[src/rtl/clock_set_ctrl.sv]
// Button-driven time-setting controller for the 24 h clock, running on the 1 kHz tick clock.
// Optional daylight-saving hour adjustment (spring_szn input) is built when CLOCK_SET_DST_EN is defined.
module clock_set_ctrl #(
  parameter int DEBOUNCE_MS = 20,
  parameter int TIMEOUT_MS  = 10000,
  parameter int BLINK_MS    = 250
) (
  input  logic        kh_clk,
  input  logic        reset,
  input  logic        btn_mode,
  input  logic        btn_inc,
  input  logic        btn_dec,
`ifdef CLOCK_SET_DST_EN
  input  logic        spring_szn,
`endif
  input  logic [26:0] cur_time,
  output logic        load_en,
  output logic [26:0] load_time,
  output logic        set_active,
  output logic [1:0]  field_sel,
  output logic        blink
);
  // state      | meaning
  // S_RUN      | clock free-running, waiting for mode press
  // S_EDIT_HR  | editing hours
  // S_EDIT_MIN | editing minutes
  // S_EDIT_SEC | editing seconds
  // S_COMMIT   | one-cycle parallel load of the edited time
  localparam logic [2:0] S_RUN      = 3'd0;
  localparam logic [2:0] S_EDIT_HR  = 3'd1;
  localparam logic [2:0] S_EDIT_MIN = 3'd2;
  localparam logic [2:0] S_EDIT_SEC = 3'd3;
  localparam logic [2:0] S_COMMIT   = 3'd4;

  localparam int DBW = $clog2(DEBOUNCE_MS + 1);
  localparam int TW  = $clog2(TIMEOUT_MS + 1);
  localparam int BW  = $clog2(BLINK_MS + 1);
  localparam logic [DBW-1:0] DB_RELOAD = DBW'(DEBOUNCE_MS - 1);
  localparam logic [TW-1:0]  T_RELOAD  = TW'(TIMEOUT_MS - 1);
  localparam logic [BW-1:0]  B_RELOAD  = BW'(BLINK_MS - 1);

  logic [2:0] btn_raw, sync1_q, sync2_q, press;
  logic       p_mode, p_inc, p_dec, any_press, step, editing, editing_d, timed_out;
  logic [2:0] state_q, state_d;
  logic [4:0] hr_q, hr_d, cur_hr;
  logic [5:0] min_q, min_d, sec_q, sec_d;
  logic [TW-1:0] idle_q, idle_d;
  logic [BW-1:0] blink_cnt_q;
  logic       blink_q, load_en_q, load_d, set_active_q;
  logic [26:0] load_time_q, load_time_d;
  logic [1:0] field_sel_q, fsel_d;

  assign btn_raw = {btn_dec, btn_inc, btn_mode};

  always_ff @(posedge kh_clk or posedge reset) begin
    if (reset) begin
      sync1_q <= '0;
      sync2_q <= '0;
    end else begin
      sync1_q <= btn_raw;
      sync2_q <= sync1_q;
    end
  end

  // The press pulse coincides with the sample that accepts the new level, so the FSM acts on it at once.
  for (genvar b = 0; b < 3; b++) begin : g_db
    logic           lvl_q;
    logic [DBW-1:0] cnt_q;
    always_ff @(posedge kh_clk or posedge reset) begin
      if (reset) begin
        lvl_q <= 1'b0;
        cnt_q <= '0;
      end else if (sync2_q[b] == lvl_q) begin
        cnt_q <= DB_RELOAD;
      end else if (cnt_q == '0) begin
        lvl_q <= sync2_q[b];
        cnt_q <= DB_RELOAD;
      end else begin
        cnt_q <= cnt_q - DBW'(1);
      end
    end
    assign press[b] = sync2_q[b] & ~lvl_q & (cnt_q == '0);
  end

  assign p_mode    = press[0];
  assign p_inc     = press[1];
  assign p_dec     = press[2];
  assign any_press = |press;
  assign step      = p_inc ^ p_dec;
  assign cur_hr    = cur_time[26:22];
  assign editing   = (state_q == S_EDIT_HR) || (state_q == S_EDIT_MIN) || (state_q == S_EDIT_SEC);
  assign timed_out = !any_press && (idle_q == '0);

  function automatic logic [5:0] step_60(input logic [5:0] v, input logic up);
    if (up) return (v >= 6'd59) ? 6'd0 : v + 6'd1;
    return (v == 6'd0) ? 6'd59 : v - 6'd1;
  endfunction

`ifdef CLOCK_SET_DST_EN
  logic dst_s1_q, dst_s2_q, dst_s3_q, pend_q, pend_up_q, pend_d, pend_up_d;
  logic dst_edge, dst_fire, fire_up;
  logic [4:0] dst_hr;

  assign dst_edge = dst_s2_q ^ dst_s3_q;
  assign dst_fire = (state_q == S_RUN) && (dst_edge || pend_q);
  assign fire_up  = dst_edge ? dst_s2_q : pend_up_q;
  assign dst_hr   = fire_up ? ((cur_hr >= 5'd23) ? 5'd0 : cur_hr + 5'd1)
                            : ((cur_hr == 5'd0) ? 5'd23 : cur_hr - 5'd1);

  // Opposite edges while pending cancel out; a committed edit supersedes any pending shift.
  always_comb begin
    pend_d    = pend_q;
    pend_up_d = pend_up_q;
    if (state_q == S_RUN) begin
      pend_d = 1'b0;
    end else if (dst_edge) begin
      if (pend_q && (pend_up_q != dst_s2_q)) begin
        pend_d = 1'b0;
      end else begin
        pend_d    = 1'b1;
        pend_up_d = dst_s2_q;
      end
    end
    if (state_d == S_COMMIT) pend_d = 1'b0;
  end

  always_ff @(posedge kh_clk or posedge reset) begin
    if (reset) begin
      dst_s1_q  <= 1'b0;
      dst_s2_q  <= 1'b0;
      dst_s3_q  <= 1'b0;
      pend_q    <= 1'b0;
      pend_up_q <= 1'b0;
    end else begin
      dst_s1_q  <= spring_szn;
      dst_s2_q  <= dst_s1_q;
      dst_s3_q  <= dst_s2_q;
      pend_q    <= pend_d;
      pend_up_q <= pend_up_d;
    end
  end
`else
  logic unused_ms;
  assign unused_ms = ^cur_time[9:0];
`endif

  always_comb begin
    state_d     = state_q;
    hr_d        = hr_q;
    min_d       = min_q;
    sec_d       = sec_q;
    load_d      = 1'b0;
    load_time_d = load_time_q;
    idle_d      = idle_q;
    if (any_press) idle_d = T_RELOAD;
    else if (editing && (idle_q != '0)) idle_d = idle_q - TW'(1);
    case (state_q)
      S_RUN: begin
`ifdef CLOCK_SET_DST_EN
        if (dst_fire) begin
          load_d      = 1'b1;
          load_time_d = {dst_hr, cur_time[21:0]};
        end else
`endif
        if (p_mode) begin
          hr_d    = (cur_hr > 5'd23) ? 5'd0 : cur_hr;
          min_d   = (cur_time[21:16] > 6'd59) ? 6'd0 : cur_time[21:16];
          sec_d   = (cur_time[15:10] > 6'd59) ? 6'd0 : cur_time[15:10];
          state_d = S_EDIT_HR;
        end
      end
      S_EDIT_HR: begin
        if (step) hr_d = p_inc ? ((hr_q >= 5'd23) ? 5'd0 : hr_q + 5'd1)
                               : ((hr_q == 5'd0) ? 5'd23 : hr_q - 5'd1);
        if (p_mode) state_d = S_EDIT_MIN;
        else if (timed_out) state_d = S_RUN;
      end
      S_EDIT_MIN: begin
        if (step) min_d = step_60(min_q, p_inc);
        if (p_mode) state_d = S_EDIT_SEC;
        else if (timed_out) state_d = S_RUN;
      end
      S_EDIT_SEC: begin
        if (step) sec_d = step_60(sec_q, p_inc);
        if (p_mode) state_d = S_COMMIT;
        else if (timed_out) state_d = S_RUN;
      end
      S_COMMIT: state_d = S_RUN;
      default:  state_d = S_RUN;
    endcase
    if (state_d == S_COMMIT) begin
      load_d      = 1'b1;
      load_time_d = {hr_d, min_d, sec_d, 10'd0};
    end
  end

  always_comb begin
    case (state_d)
      S_EDIT_HR:  fsel_d = 2'd1;
      S_EDIT_MIN: fsel_d = 2'd2;
      S_EDIT_SEC: fsel_d = 2'd3;
      default:    fsel_d = 2'd0;
    endcase
  end
  assign editing_d = (fsel_d != 2'd0);

  always_ff @(posedge kh_clk or posedge reset) begin
    if (reset) begin
      state_q      <= S_RUN;
      hr_q         <= '0;
      min_q        <= '0;
      sec_q        <= '0;
      idle_q       <= '0;
      blink_cnt_q  <= '0;
      blink_q      <= 1'b0;
      load_en_q    <= 1'b0;
      load_time_q  <= '0;
      set_active_q <= 1'b0;
      field_sel_q  <= '0;
    end else begin
      state_q      <= state_d;
      hr_q         <= hr_d;
      min_q        <= min_d;
      sec_q        <= sec_d;
      idle_q       <= idle_d;
      load_en_q    <= load_d;
      load_time_q  <= load_time_d;
      set_active_q <= editing_d;
      field_sel_q  <= fsel_d;
      if (!editing_d) begin
        blink_q     <= 1'b0;
        blink_cnt_q <= '0;
      end else if (state_d != state_q) begin
        blink_q     <= 1'b1;
        blink_cnt_q <= B_RELOAD;
      end else if (blink_cnt_q == '0) begin
        blink_q     <= ~blink_q;
        blink_cnt_q <= B_RELOAD;
      end else begin
        blink_cnt_q <= blink_cnt_q - BW'(1);
      end
    end
  end

  assign load_en    = load_en_q;
  assign load_time  = load_time_q;
  assign set_active = set_active_q;
  assign field_sel  = field_sel_q;
  assign blink      = blink_q;
endmodule

[config.mk]
export PLATFORM = sky130hd
export DESIGN_NAME = clock_set_ctrl
export DESIGN_NICKNAME = d
export VERILOG_FILES = /design/src/rtl/clock_set_ctrl.sv
export SDC_FILE = /design/constraint.sdc
export NUM_CORES = 1
export LEC_CHECK = 0
export BUFFER_PORTS_ARGS = -buffer_cell sky130_fd_sc_hd__buf_2
export CAP_MARGIN = 5
export CORE_MARGIN = 2
export CORE_UTILIZATION = 55
export CTS_CLUSTER_DIAMETER = 60
export CTS_CLUSTER_SIZE = 25
export DETAILED_ROUTE_END_ITERATION = 10
export PLACE_DENSITY = 0.86
export SLEW_MARGIN = 40
export SYNTH_ARGS = -nofsm -noshare
export SYNTH_HDL_FRONTEND = slang
export SYNTH_SLANG_ARGS = --single-unit
[constraint.sdc]
create_clock -name kh_clk -period 7.85 [get_ports kh_clk]
set_input_delay 0.785 -clock kh_clk [delete_from_list [all_inputs] [get_ports kh_clk]]
set_output_delay 0.785 -clock kh_clk [all_outputs]
set_load 0.1 [all_outputs]
==> parameters.txt, run 1 <==
Parameter                              Value

Routing
  Drt via density    between 6 and 7
  Total routed wirelength    11.9 mm
  ANT nets after route    0
  Via total after detailed routing    between 4,000 and 5,000
  Number of violations reported at the end of detailed-routing iteration 0    491
  DRC viols    0
  Number of iterations in the first detailed-routing pass    5
  WL per Instance    roughly 16 µm

Power and ir drop
  Power density cells    roughly 250 nW/µm²
  Internal power summed over all cells    about 0.00090 W
  Clock share of power    0.254
  Fraction of power spent switching nets    0.364
  Portion of total power attributed to sequential cells    0.451
  VDD IR max    between 100 and 150 µV
  Comb power frac    0.295
  Net load switching power    just over 0.0005 W
  Pleak    2.66 nW

Setup path
  WS Path Type    register to register
  Reg2reg setup slack    around 4800 ps
  CP Data Arrival Time    3330 ps
  WP depth    7
  Critical Path Most Common Cell    sky130_fd_sc_hd__inv_1
  Capture point of the worst reg-to-reg path    load_time[25]$_DFFE_PP0P_
  Master of the slowest instance on the critical path    sky130_fd_sc_hd__inv_1
  CP Data Required Time    approximately 8100 ps
  Delay of the slowest cell on the worst path    550 ps
  Startpoint types    register
  Launch instance of the worst register-to-register path    g_db[0].cnt_q[0]$_DFF_PP0_
  Cell-by-cell trace of the critical path    inv_1, ha_1, nor4b_4, and2_2, nand2_1, inv_1, mux2_2
  Critical path capture point type    register
  Buffers and inverters on the worst path    2
  Depth of the worst register-to-register path    7
  Top cell family by delay on the critical path    simple AND/OR/NAND/NOR gates
  Max FO, Critical Path    20

CTS
  Clock tree from TritonCTS    built
  Clock slew at reported path FFs    roughly 90 ps
  CTS root buf    sky130_fd_sc_hd__clkbuf_8
  # H-tree levels    3
  CTS Sinks    88
  Quantity of gates resized following cts    0
  Post CTS Setup Buffer Count    0
  Latest clock arrival within the worst-skew pair    360 ps
  Number of buffers on the longest clock path    2
  Number of CTS-inserted buffers    9
  Number of hold buffers added after cts    0

Cells and area
  Layout Area Growth over Synthesis    8.66%
  Antenna fix cells    0
  Filler-free cell count of the finished design    roughly 730
  Nets@finish    648
  Layout cells sized above 1    0.150
  Design area    5680 µm²

Timing
  Setup repair after global routing missed its margin    false
  Number of max-slew violations in the final report    0
  Clock Skews    12.6 ps
  Final critical-path required period    between 3000 and 4000 ps
  Setup Total Neg Slack    0 ps
  Max-slew headroom    0.505
  Final number of setup-violating endpoints    0
  Period utilization    0.394
  Worst slew pin tran    739 ps
  Peak clock frequency supported by timing    324 MHz
  Number of failing hold endpoints at the final stage    0

Synth
  Cell variety after synth    about 70
  Async set or reset register ratio after synthesis    1.00
  Number of cells produced by synthesis    between 500 and 600
  Top_reg_cell synth    sky130_fd_sc_hd__dfrtp_1
  Count of flip-flops with a built-in enable after synthesis    0
  Top cell type by total area after synthesis    sky130_fd_sc_hd__dfrtp_1
  Largest cells by area after synthesis    sky130_fd_sc_hd__dfrtp_1 (42%), sky130_fd_sc_hd__ha_1 (4.5%), sky130_fd_sc_hd__nand2_1 (3.7%)
  Share of the synthesized area in the top cell type    0.421
  Average size of a mapped cell    around 9.2 µm²
  Sequential cell area fraction in the yosys report    0.421
  Cell area after synthesis    approximately 5200 µm²
  Total of flip-flops plus latches after synthesis    ~90
  Total number of yosys warnings    0

Place
  Placed wire-length estimate after detailed placement    8.44 mm
  Port Buffer Count    43
  Post-placement cell count    715
  Area after detailed placement    5440 µm²
  RePlAce Congestion    approximately 0.9

Outcome
  Outcome    completed

Global routing
  Total track usage    0.243
  Pin count of the biggest net entering global routing    89
  Number of antenna violations at the first check in global routing    0
  Number of global-route vias before repair    between 4,000 and 5,000
  Total global routing overflow    0
  First-pass GRT wire length    19.9 mm

Floorplan
  Die height    about 100 µm
  Number of ports placed on the die boundary    64
  Core footprint    ~9000 µm²
  Initial Utilization    0.566
  Number of rows in the core area    35
  Die ar.    slightly above 10,000 µm²
  Die width    between 100 and 150 µm

Hold path
  Hold endpoint    sync2_q[1]$_DFF_PP0_
  Path type of the worst min-delay path    register to register
  Launch instance of the worst min-delay path    sync1_q[1]$_DFF_PP0_
  Worst hold path stage count    0

Job
  Max cap viols    0
## layout make-up
cell class	count	area [µm²]
Clock inverter	4	76.3
Inverter	32	121
Clock buffer	12	155
Sequential cell	88	2200
Multi-Input combinational cell	422	2740
Fill cell	745	3560
Timing Repair Buffer	44	229
Tap cell	129	161
## Yosys cell counts (3+ instances only)
| cell type | instances |
|---|---|
| sky130_fd_sc_hd__dfrtp_1 | 88 |
| sky130_fd_sc_hd__nand2_1 | 51 |
| sky130_fd_sc_hd__nor2_1 | 49 |
| sky130_fd_sc_hd__a21oi_1 | 35 |
| sky130_fd_sc_hd__o21ai_0 | 34 |
| sky130_fd_sc_hd__inv_1 | 32 |
| sky130_fd_sc_hd__nand3_1 | 24 |
| sky130_fd_sc_hd__nor3_1 | 20 |
| sky130_fd_sc_hd__ha_1 | 19 |
| sky130_fd_sc_hd__clkbuf_1 | 18 |
| sky130_fd_sc_hd__xor2_1 | 16 |
| sky130_fd_sc_hd__nand2b_1 | 11 |
| sky130_fd_sc_hd__buf_4 | 10 |
| sky130_fd_sc_hd__xnor2_1 | 10 |
| sky130_fd_sc_hd__and3_1 | 9 |
| sky130_fd_sc_hd__a31oi_1 | 8 |
| sky130_fd_sc_hd__nand3b_1 | 7 |
| sky130_fd_sc_hd__o211ai_1 | 7 |
| sky130_fd_sc_hd__mux2_2 | 6 |
| sky130_fd_sc_hd__buf_2 | 5 |
| sky130_fd_sc_hd__nand4_1 | 5 |
| sky130_fd_sc_hd__o32ai_1 | 5 |
| sky130_fd_sc_hd__a21o_1 | 4 |
| sky130_fd_sc_hd__a32oi_1 | 4 |
| sky130_fd_sc_hd__nand4b_1 | 4 |
| sky130_fd_sc_hd__nor4_1 | 4 |
| sky130_fd_sc_hd__o22ai_1 | 4 |
| sky130_fd_sc_hd__o31ai_1 | 4 |
| sky130_fd_sc_hd__or3_1 | 4 |
| sky130_fd_sc_hd__or4_1 | 4 |
| sky130_fd_sc_hd__a211oi_1 | 3 |
| sky130_fd_sc_hd__a22oi_1 | 3 |
| sky130_fd_sc_hd__and2_1 | 3 |
| sky130_fd_sc_hd__buf_6 | 3 |
| sky130_fd_sc_hd__mux2i_1 | 3 |
| sky130_fd_sc_hd__nor4b_4 | 3 |
| sky130_fd_sc_hd__o221ai_1 | 3 |
| sky130_fd_sc_hd__or2_2 | 3 |
| sky130_fd_sc_hd__or3b_2 | 3 |
## cell usage in the layout, fill, tap and decap left out, types with 4 or more instances in the layout
cell | synthesis | layout
sky130_fd_sc_hd__nor2_1 | 49 | 48
sky130_fd_sc_hd__nor3_1 | 20 | 20
sky130_fd_sc_hd__nand4_1 | 5 | 5
sky130_fd_sc_hd__xnor2_1 | 10 | 10
sky130_fd_sc_hd__o211ai_1 | 7 | 7
sky130_fd_sc_hd__buf_2 | 5 | 43
sky130_fd_sc_hd__and3_1 | 9 | 9
sky130_fd_sc_hd__a31oi_1 | 8 | 8
sky130_fd_sc_hd__or4_1 | 4 | 4
sky130_fd_sc_hd__or3_1 | 4 | 4
sky130_fd_sc_hd__nand2_1 | 51 | 51
sky130_fd_sc_hd__nand4b_1 | 4 | 4
sky130_fd_sc_hd__nand2b_1 | 11 | 11
sky130_fd_sc_hd__conb_1 | 1 | 10
sky130_fd_sc_hd__xor2_1 | 16 | 16
sky130_fd_sc_hd__o22ai_1 | 4 | 4
sky130_fd_sc_hd__a32oi_1 | 4 | 4
sky130_fd_sc_hd__ha_1 | 19 | 19
sky130_fd_sc_hd__a21oi_1 | 35 | 35
sky130_fd_sc_hd__a21o_1 | 4 | 4
sky130_fd_sc_hd__nor4_1 | 4 | 4
sky130_fd_sc_hd__clkbuf_8 | 1 | 12
sky130_fd_sc_hd__o21ai_0 | 34 | 34
sky130_fd_sc_hd__o31ai_1 | 4 | 4
sky130_fd_sc_hd__o32ai_1 | 5 | 5
sky130_fd_sc_hd__nand3b_1 | 7 | 7
sky130_fd_sc_hd__dfrtp_1 | 88 | 88
sky130_fd_sc_hd__inv_1 | 32 | 31
sky130_fd_sc_hd__mux2_2 | 6 | 6
sky130_fd_sc_hd__nand3_1 | 24 | 24
## worst max path at each step
stage                           endpoint                       start  slack [ps]
2_1_floorplan          blink$_DFFE_PP0P_                       reset        4790
3_3_place_gp   load_time[25]$_DFFE_PP0P_  g_db[0].cnt_q[0]$_DFF_PP0_        4910
3_5_place_dp   load_time[25]$_DFFE_PP0P_  g_db[0].cnt_q[0]$_DFF_PP0_        4830
4_1_cts        load_time[25]$_DFFE_PP0P_  g_db[0].cnt_q[0]$_DFF_PP0_        4770
5_1_grt        load_time[25]$_DFFE_PP0P_  g_db[0].cnt_q[0]$_DFF_PP0_        4380
6_report       load_time[25]$_DFFE_PP0P_  g_db[0].cnt_q[0]$_DFF_PP0_        4760
## metal layers
metal	vias to the layer above	track usage	share of wire
met4	0	0.0988	0.030
met1	2134	0.325	0.43
met3	41	0.0490	0.062
li1	2084	-	-
met5	-	0	0
met2	194	0.386	0.47
## sequential cells by signal, indices dropped and copies added, names as in the netlist, 2 cells and up
signal	cells
idle_q	14
blink_cnt_q	8
load_time	17
hr_q	5
field_sel	2
g_db.cnt_q	15
sync1_q	3
sec_q	6
g_db.lvl_q	3
state_q	3
min_q	6
sync2_q	3
## stage by stage
step                setup WS [ps]  power [W]  hold slack, ps  utilization
floorplan                    4790   0.000964             331            -
global placement             4910    0.00102             333        0.588
detailed placement           4830    0.00105             343        0.588
CTS                          4770    0.00141             362        0.613
global route                 4380    0.00150             367        0.615
finish                       4760    0.00142             359        0.615
## cell families after synthesis
logic type | Yosys count | share of synthesized area
other | 1 | 0.000717
buffers and inverters | 69 | 0.0641
xor gates and xnor gates | 26 | 0.0435
adders and majority gates | 19 | 0.0455
AOI/OAI and AO/OA | 137 | 0.175
muxes | 9 | 0.0187
DFF | 88 | 0.421
and+or+nand+nor | 221 | 0.231
## power groups by stage
stage | clock, W | combinational, W | sequential (W)
after floorplan | 0 | 0.000364 | 0.000600
final | 0.000360 | 0.000417 | 0.000638
after CTS | 0.000367 | 0.000414 | 0.000634
after global routing | 0.000386 | 0.000467 | 0.000650
after global placement | 0 | 0.000388 | 0.000634
after detailed placement | 0 | 0.000411 | 0.000642
No activity file was read; power rests on OpenSTA's default activity.
==> inputs of run 2 (changes only) <==
==> constraint.sdc (replaced) <==
create_clock -name kh_clk -period 2.87 [get_ports kh_clk]
set_input_delay 0.287 -clock kh_clk [delete_from_list [all_inputs] [get_ports kh_clk]]
set_output_delay 0.287 -clock kh_clk [all_outputs]
set_load 0.1 [all_outputs]
==> run 2 against run 1 <==
Effect of this change: critical path depth unchanged; count of clock-buffer cells in the layout decreased by 1; cell count increased by 1.6%; routed wire length about the same; final area increased by 1.0%; combinational power increased to 2.7 times the previous value; setup slack got worse by 4400 ps.
==> parameters.txt, run 2 (synthesis gave the netlist of run 1 again) <==
Parameter                              Value

Global routing
  Total track usage    0.244
  Number of antenna violations at the first check in global routing    0
  Pin count of the biggest net entering global routing    35
  Total global routing overflow    0
  Number of global-route vias before repair    ~4,200
  First-pass GRT wire length    20.1 mm

Job
  Max cap viols    0

Cells and area
  Nets@finish    660
  Most common cell after layout, fill and taps aside    sky130_fd_sc_hd__dfrtp_1
  Antenna fix cells    0
  Fill cell total of the finished layout    754
  Flip-flop count of the largest register, all copies and words added    17
  Layout Area Growth over Synthesis    9.79%
  Most frequent cells in the layout    sky130_fd_sc_hd__dfrtp_1 (88), sky130_fd_sc_hd__nand2_1 (51), sky130_fd_sc_hd__nor2_1 (49), sky130_fd_sc_hd__buf_2 (43), sky130_fd_sc_hd__a21oi_1 (35)
  Layout cells sized above 1    0.164

Setup path
  Buffers and inverters on the worst path    1
  Cell-by-cell trace of the critical path    inv_1, ha_1, or4b_2, o211ai_4, and3_1, o21ai_0, a21oi_1
  CP Data Required Time    3150 ps
  Reg2reg setup slack    320 ps
  CP Data Arrival Time    ~2800 ps
  Max FO, Critical Path    17
  Critical path capture point type    register
  Launch instance of the worst register-to-register path    g_db[2].cnt_q[0]$_DFF_PP0_
  Capture point of the worst reg-to-reg path    load_time[17]$_DFFE_PP0P_
  Startpoint types    register
  Depth of the worst register-to-register path    7
  WS Path Type    register to register
  Delay of the slowest cell on the worst path    slightly below 700 ps
  Master of the slowest instance on the critical path    sky130_fd_sc_hd__or4b_2
  Top cell family by delay on the critical path    simple AND/OR/NAND/NOR gates

Place
  Port Buffer Count    43
  Setup slack after placement    between 300 and 400 ps
  Placed wire-length estimate after detailed placement    ~8.4 mm
  RePlAce Congestion    0.991

Routing
  DRC viols    0
  Drt via density    about 6
  Total routed wirelength    ~12 mm
  ANT nets after route    0
  Via total after detailed routing    4,467
  Routed length on met2    around 5.4 mm
  Number of iterations in the first detailed-routing pass    6
  WL per Instance    around 16 µm
  Max Used Layer    met4
  Met3 Wirelength    slightly above 700 µm
  M1 wire length    about 5.4 mm
  Number of violations reported at the end of detailed-routing iteration 0    just over 300

Timing
  Max-slew headroom    0.595
  Peak clock frequency supported by timing    391 MHz
  Period utilization    0.890
  Least setup slack across all paths after layout    315 ps
  Final number of setup-violating endpoints    0
  Clock Skews    8.98 ps
  Number of max-slew violations in the final report    0
  Setup repair after global routing missed its margin    false
  Final critical-path required period    between 2000 and 3000 ps
  Worst slew pin tran    just over 600 ps
  Number of failing hold endpoints at the final stage    0
  Setup Total Neg Slack    0 ps

CTS
  Clock slew at reported path FFs    approximately 90 ps
  Latest clock arrival within the worst-skew pair    about 360 ps
  CTS root buf    sky130_fd_sc_hd__clkbuf_8
  Number of CTS-inserted buffers    9
  Post CTS Setup Buffer Count    0
  Quantity of gates resized following cts    0
  Clock tree from TritonCTS    built
  CTS Sinks    88
  Number of hold buffers added after cts    1
  # H-tree levels    3
  Number of buffers on the longest clock path    2

Floorplan
  Core footprint    about 9200 µm²
  Die width    102 µm
  Number of rows in the core area    35
  Number of ports placed on the die boundary    64
  Die height    102 µm
  Die ar.    10,300 µm²
  Initial Utilization    0.566

Hold path
  Path type of the worst min-delay path    input pin to register
  Launch instance of the worst min-delay path    btn_inc
  Worst hold path stage count    1
  Hold endpoint    sync1_q[1]$_DFF_PP0_

Power and ir drop
  Power density cells    664 nW/µm²
  Pleak    ~2.7 nW
  VDD IR max    300 µV

Outcome
  Outcome    completed
## run 2: routing by layer
metal  global-route usage  vias to the layer above
met5                    0                        -
met4                0.101                        0
met3               0.0380                       29
met2                0.376                      178
met1                0.345                     2148
li1                     -                     2112
## run 2: worst register-to-register path, cell delays in order, from the launching register on
cell and delay (ps):
sky130_fd_sc_hd__dfrtp_1 380, sky130_fd_sc_hd__inv_1 90, sky130_fd_sc_hd__ha_1 200, sky130_fd_sc_hd__or4b_2 680
sky130_fd_sc_hd__o211ai_4 490, sky130_fd_sc_hd__and3_1 290, sky130_fd_sc_hd__o21ai_0 170, sky130_fd_sc_hd__a21oi_1 180
## run 2: area by class of cell
class	count	area, µm²	area share
Tap cell	129	161	0.0281
Multi-Input combinational cell	422	2730	0.475
Timing Repair Buffer	56	315	0.0549
Clock buffer	11	151	0.0264
Inverter	32	121	0.0211
Sequential cell	88	2200	0.384
Clock inverter	5	63.8	0.0111
## run 2: worst max-delay path by stage
| stage | start | to | slack, ps | cells after the start |
|---|---|---|---|---|
| floorplan | reset | blink$_DFFE_PP0P_ | 300 | 1 |
| global placement | g_db[2].cnt_q[0]$_DFF_PP0_ | hr_q[1]$_DFF_PP0_ | 430 | 7 |
| detailed placement | g_db[2].cnt_q[0]$_DFF_PP0_ | load_time[17]$_DFFE_PP0P_ | 360 | 7 |
| CTS | g_db[2].cnt_q[0]$_DFF_PP0_ | load_time[17]$_DFFE_PP0P_ | 330 | 7 |
| global route | g_db[2].cnt_q[0]$_DFF_PP0_ | load_time[25]$_DFFE_PP0P_ | 140 | 7 |
| finish | g_db[2].cnt_q[0]$_DFF_PP0_ | load_time[17]$_DFFE_PP0P_ | 320 | 7 |
## run 2: metrics by stage
step | cell area [µm²] | hold slack [ps] | utilization | power, W | cells
2_1_floorplan | 5260 | 318 | - | 0.00264 | 579
3_3_place_gp | 5520 | 332 | 0.597 | 0.00282 | 726
3_5_place_dp | 5520 | 336 | 0.597 | 0.00288 | 726
4_1_cts | 5740 | 18.1 | 0.621 | 0.00380 | 743
5_1_grt | 5740 | 15.5 | 0.621 | 0.00406 | 743
6_report | 5740 | 23.6 | 0.621 | 0.00381 | 743
## run 2: power by group
| group | switching [W] | internal [W] |
|---|---|---|
| logic | 0.000650 | 0.000488 |
| registers | 0.000309 | 0.00144 |
| clock network | 0.000470 | 0.000457 |
| total | 0.00143 | 0.00238 |
==> inputs of run 3 (changes only) <==
--- a/config.mk
+++ b/config.mk
@@ -5,6 +5,7 @@
 export SDC_FILE = /design/constraint.sdc
 export NUM_CORES = 1
 export LEC_CHECK = 0
+export ABC_AREA = 1
 export BUFFER_PORTS_ARGS = -buffer_cell sky130_fd_sc_hd__buf_2
 export CAP_MARGIN = 5
 export CORE_MARGIN = 2
==> run 3 against run 2 <==
Effect of this change: the run now ends with hold timing left; clock skew about the same; non-clock buffer count is 7 lower; via count rose by 7.4%; flip-flop and latch count unchanged; routed wire length is 0.33% lower; final area grew 4.3%.
==> parameters.txt, run 3 <==
Parameter                              Value

Timing
  Number of max-slew violations in the final report    0
  Hold Slack    -11.8 ps
  Max-slew headroom    0.437
  Peak clock frequency supported by timing    408 MHz
  Final number of setup-violating endpoints    0
  Number of failing hold endpoints at the final stage    32
  Worst slew pin tran    842 ps
  Final critical-path required period    between 2000 and 2500 ps
  Period utilization    0.853
  Clock Skews    9.27 ps
  Setup repair after global routing missed its margin    false
  Setup Total Neg Slack    0 ps

Synth
  Sequential cell area fraction in the yosys report    0.400
  Average size of a mapped cell    between 7 and 8 µm²
  Most repeated cell in the gate-level netlist after synthesis    sky130_fd_sc_hd__nand2_1
  Total number of yosys warnings    0
  Largest cells by area after synthesis    sky130_fd_sc_hd__dfrtp_1 (40%), sky130_fd_sc_hd__nand2_1 (15%), sky130_fd_sc_hd__nand3_1 (7.2%)
  Share of the synthesized area in the top cell type    0.400
  Number of cells produced by synthesis    740
  Most instantiated cells after synthesis    sky130_fd_sc_hd__nand2_1 (214), sky130_fd_sc_hd__inv_1 (95), sky130_fd_sc_hd__dfrtp_1 (88), sky130_fd_sc_hd__nand3_1 (79), sky130_fd_sc_hd__nor2_1 (69)
  Async set or reset register ratio after synthesis    1.00
  Top_reg_cell synth    sky130_fd_sc_hd__dfrtp_1
  Cell area after synthesis    between 5000 and 6000 µm²
  Cell variety after synth    39
  Top cell type by total area after synthesis    sky130_fd_sc_hd__dfrtp_1
  Count of flip-flops with a built-in enable after synthesis    0
  Total of flip-flops plus latches after synthesis    88

Hold path
  Path type of the worst min-delay path    input pin to asynchronous set/reset pin

Routing
  DRC viols    0
  WL per Instance    12.9 µm
  Via total after detailed routing    4,798
  Total routed wirelength    11.8 mm
  Number of violations reported at the end of detailed-routing iteration 0    about 320
  Drt via density    5.22
  Number of iterations in the first detailed-routing pass    5
  ANT nets after route    0

Cells and area
  Layout Area Growth over Synthesis    8.83%
  Most common cell after layout, fill and taps aside    sky130_fd_sc_hd__nand2_1
  Most frequent cells in the layout    sky130_fd_sc_hd__nand2_1 (214), sky130_fd_sc_hd__inv_1 (94), sky130_fd_sc_hd__dfrtp_1 (88), sky130_fd_sc_hd__nand3_1 (79), sky130_fd_sc_hd__nor2_1 (69)
  Flip-flop count of the largest register, all copies and words added    17
  Layout cells sized above 1    0.139
  Area of the multi-input gates    between 2000 and 3000 µm²
  Area occupied by registers    between 2000 and 2500 µm²
  Antenna fix cells    0
  Fill cell total of the finished layout    ~860
  Nets@finish    approximately 830
  Filler-free cell count of the finished design    920
  Design area    roughly 6000 µm²

Outcome
  Violations in the final reports    hold timing
  Outcome    finished with violations

Global routing
  Number of antenna violations at the first check in global routing    0
  Number of global-route vias before repair    about 4,400
  Total global routing overflow    0
  First-pass GRT wire length    between 15 and 20 mm
  Pin count of the biggest net entering global routing    47
  Total track usage    0.225

Power and ir drop
  Pleak    3.20 nW
  VDD IR max    369 µV
  Power density cells    around 770 nW/µm²

Place
  RePlAce Congestion    around 0.95
  Placed wire-length estimate after detailed placement    8.60 mm
  Area after detailed placement    approximately 5800 µm²
  Post-placement cell count    905
  Port Buffer Count    43

Floorplan
  Number of rows in the core area    36
  Initial Utilization    0.565
  Die height    approximately 100 µm
  Die ar.    roughly 11,000 µm²
  Number of ports placed on the die boundary    64
  Core footprint    9730 µm²
  Die width    approximately 100 µm

Setup path
  Startpoint types    register
  Depth of the worst register-to-register path    13
  CP Data Required Time    roughly 3200 ps
  Max FO, Critical Path    12
  WS Path Type    register to register
  Launching element of the worst setup path    g_db[0].cnt_q[0]$_DFF_PP0_
  Launch instance of the worst register-to-register path    g_db[0].cnt_q[0]$_DFF_PP0_
  CP Data Arrival Time    between 2000 and 3000 ps
  Critical path capture point type    register

CTS
  # H-tree levels    3
  CTS root buf    sky130_fd_sc_hd__clkbuf_8
  Quantity of gates resized following cts    0
  Number of hold buffers added after cts    0
  Number of CTS-inserted buffers    9
  Number of buffers on the longest clock path    2
  Post CTS Setup Buffer Count    0
  Clock slew at reported path FFs    roughly 90 ps
  CTS Sinks    88
  Latest clock arrival within the worst-skew pair    360 ps
  Clock tree from TritonCTS    built

Job
  Max cap viols    0
[run 3: changes by cell type in the layout (fill, tap and decap cells not counted), sizes merged, moves of 14 or more]
cell   delta
nor2     +32
o21ai    -14
a21oi    -14
nand3    +62
nand2   +173
inv      +70
[run 3: area by class of cell]
type / instances / share of cell area
multi-input cells: 534 / 0.463
flip-flops and latches: 88 / 0.368
well taps: 133 / 0.0278
clock inverters: 6 / 0.0115
clock buffers: 9 / 0.0207
repair buffers: 49 / 0.0456
inverters: 101 / 0.0638
[run 3: stage by stage]
step / hold WS, ps / setup WS, ps / total power [W] / utilization
after global routing: 6.98 / 167 / 0.00497 / 0.615
after CTS: 13.4 / 449 / 0.00458 / 0.615
final: -11.8 / 422 / 0.00458 / 0.615
after global placement: 334 / 520 / 0.00366 / 0.595
after floorplan: 318 / 304 / 0.00335 / -
after detailed placement: 335 / 458 / 0.00371 / 0.595
[run 3: report_power, final]
group	total, W	leakage, nW	internal [W]	switching [W]
logic	0.00189	2.09	0.000680	0.00121
clock network	0.000864	0.0957	0.000402	0.000462
registers	0.00182	1.01	0.00151	0.000314
[run 3: worst max-delay path, cell delays in order, from the launching register on]
cell and delay, ps:
sky130_fd_sc_hd__dfrtp_1 370, sky130_fd_sc_hd__inv_1 70, sky130_fd_sc_hd__ha_1 190, sky130_fd_sc_hd__inv_1 50, sky130_fd_sc_hd__nor2_1 50, sky130_fd_sc_hd__nand3_2 190, sky130_fd_sc_hd__inv_2 110, sky130_fd_sc_hd__nor2_1 670
sky130_fd_sc_hd__nand2_1 240, sky130_fd_sc_hd__nand2_1 120, sky130_fd_sc_hd__nand2_2 130, sky130_fd_sc_hd__nand3_1 110, sky130_fd_sc_hd__nand2_1 50, sky130_fd_sc_hd__inv_1 40
[run 3: path summary, 6_finish.rpt]
check	slack, ps	endpoint
max in group asynchronous	2260	min_q[1]$_DFF_PP0_
hold reg to reg	350	sync2_q[0]$_DFF_PP0_
min in group kh_clk	30	sync1_q[2]$_DFF_PP0_
hold / removal	-10	blink_cnt_q[0]$_DFF_PP0_
setup / recovery	420	blink_cnt_q[7]$_DFF_PP0_
setup reg to reg	420	blink_cnt_q[7]$_DFF_PP0_
[run 3: cells by family (layout without fill, tap and decap cells)]
kind of cell               Yosys count  in the layout  share of synthesized area
and+or+nand+nor                    428            428                      0.362
buffers and inverters              127            165                      0.102
AOI/OAI and AO/OA                   53             53                     0.0535
adders and majority gates           19             19                     0.0432
DFF                                 88             88                      0.400
xor gates and xnor gates            24             24                     0.0382
other                                1             10                   0.000682
[run 3: routing by layer]
layer | vias up | global-route usage | share of wire
met1 | 2215 | 0.295 | 0.43
met4 | 0 | 0.0743 | 0.017
met3 | 15 | 0.0351 | 0.069
li1 | 2403 | - | -
met2 | 165 | 0.381 | 0.49
met5 | - | 0 | 0
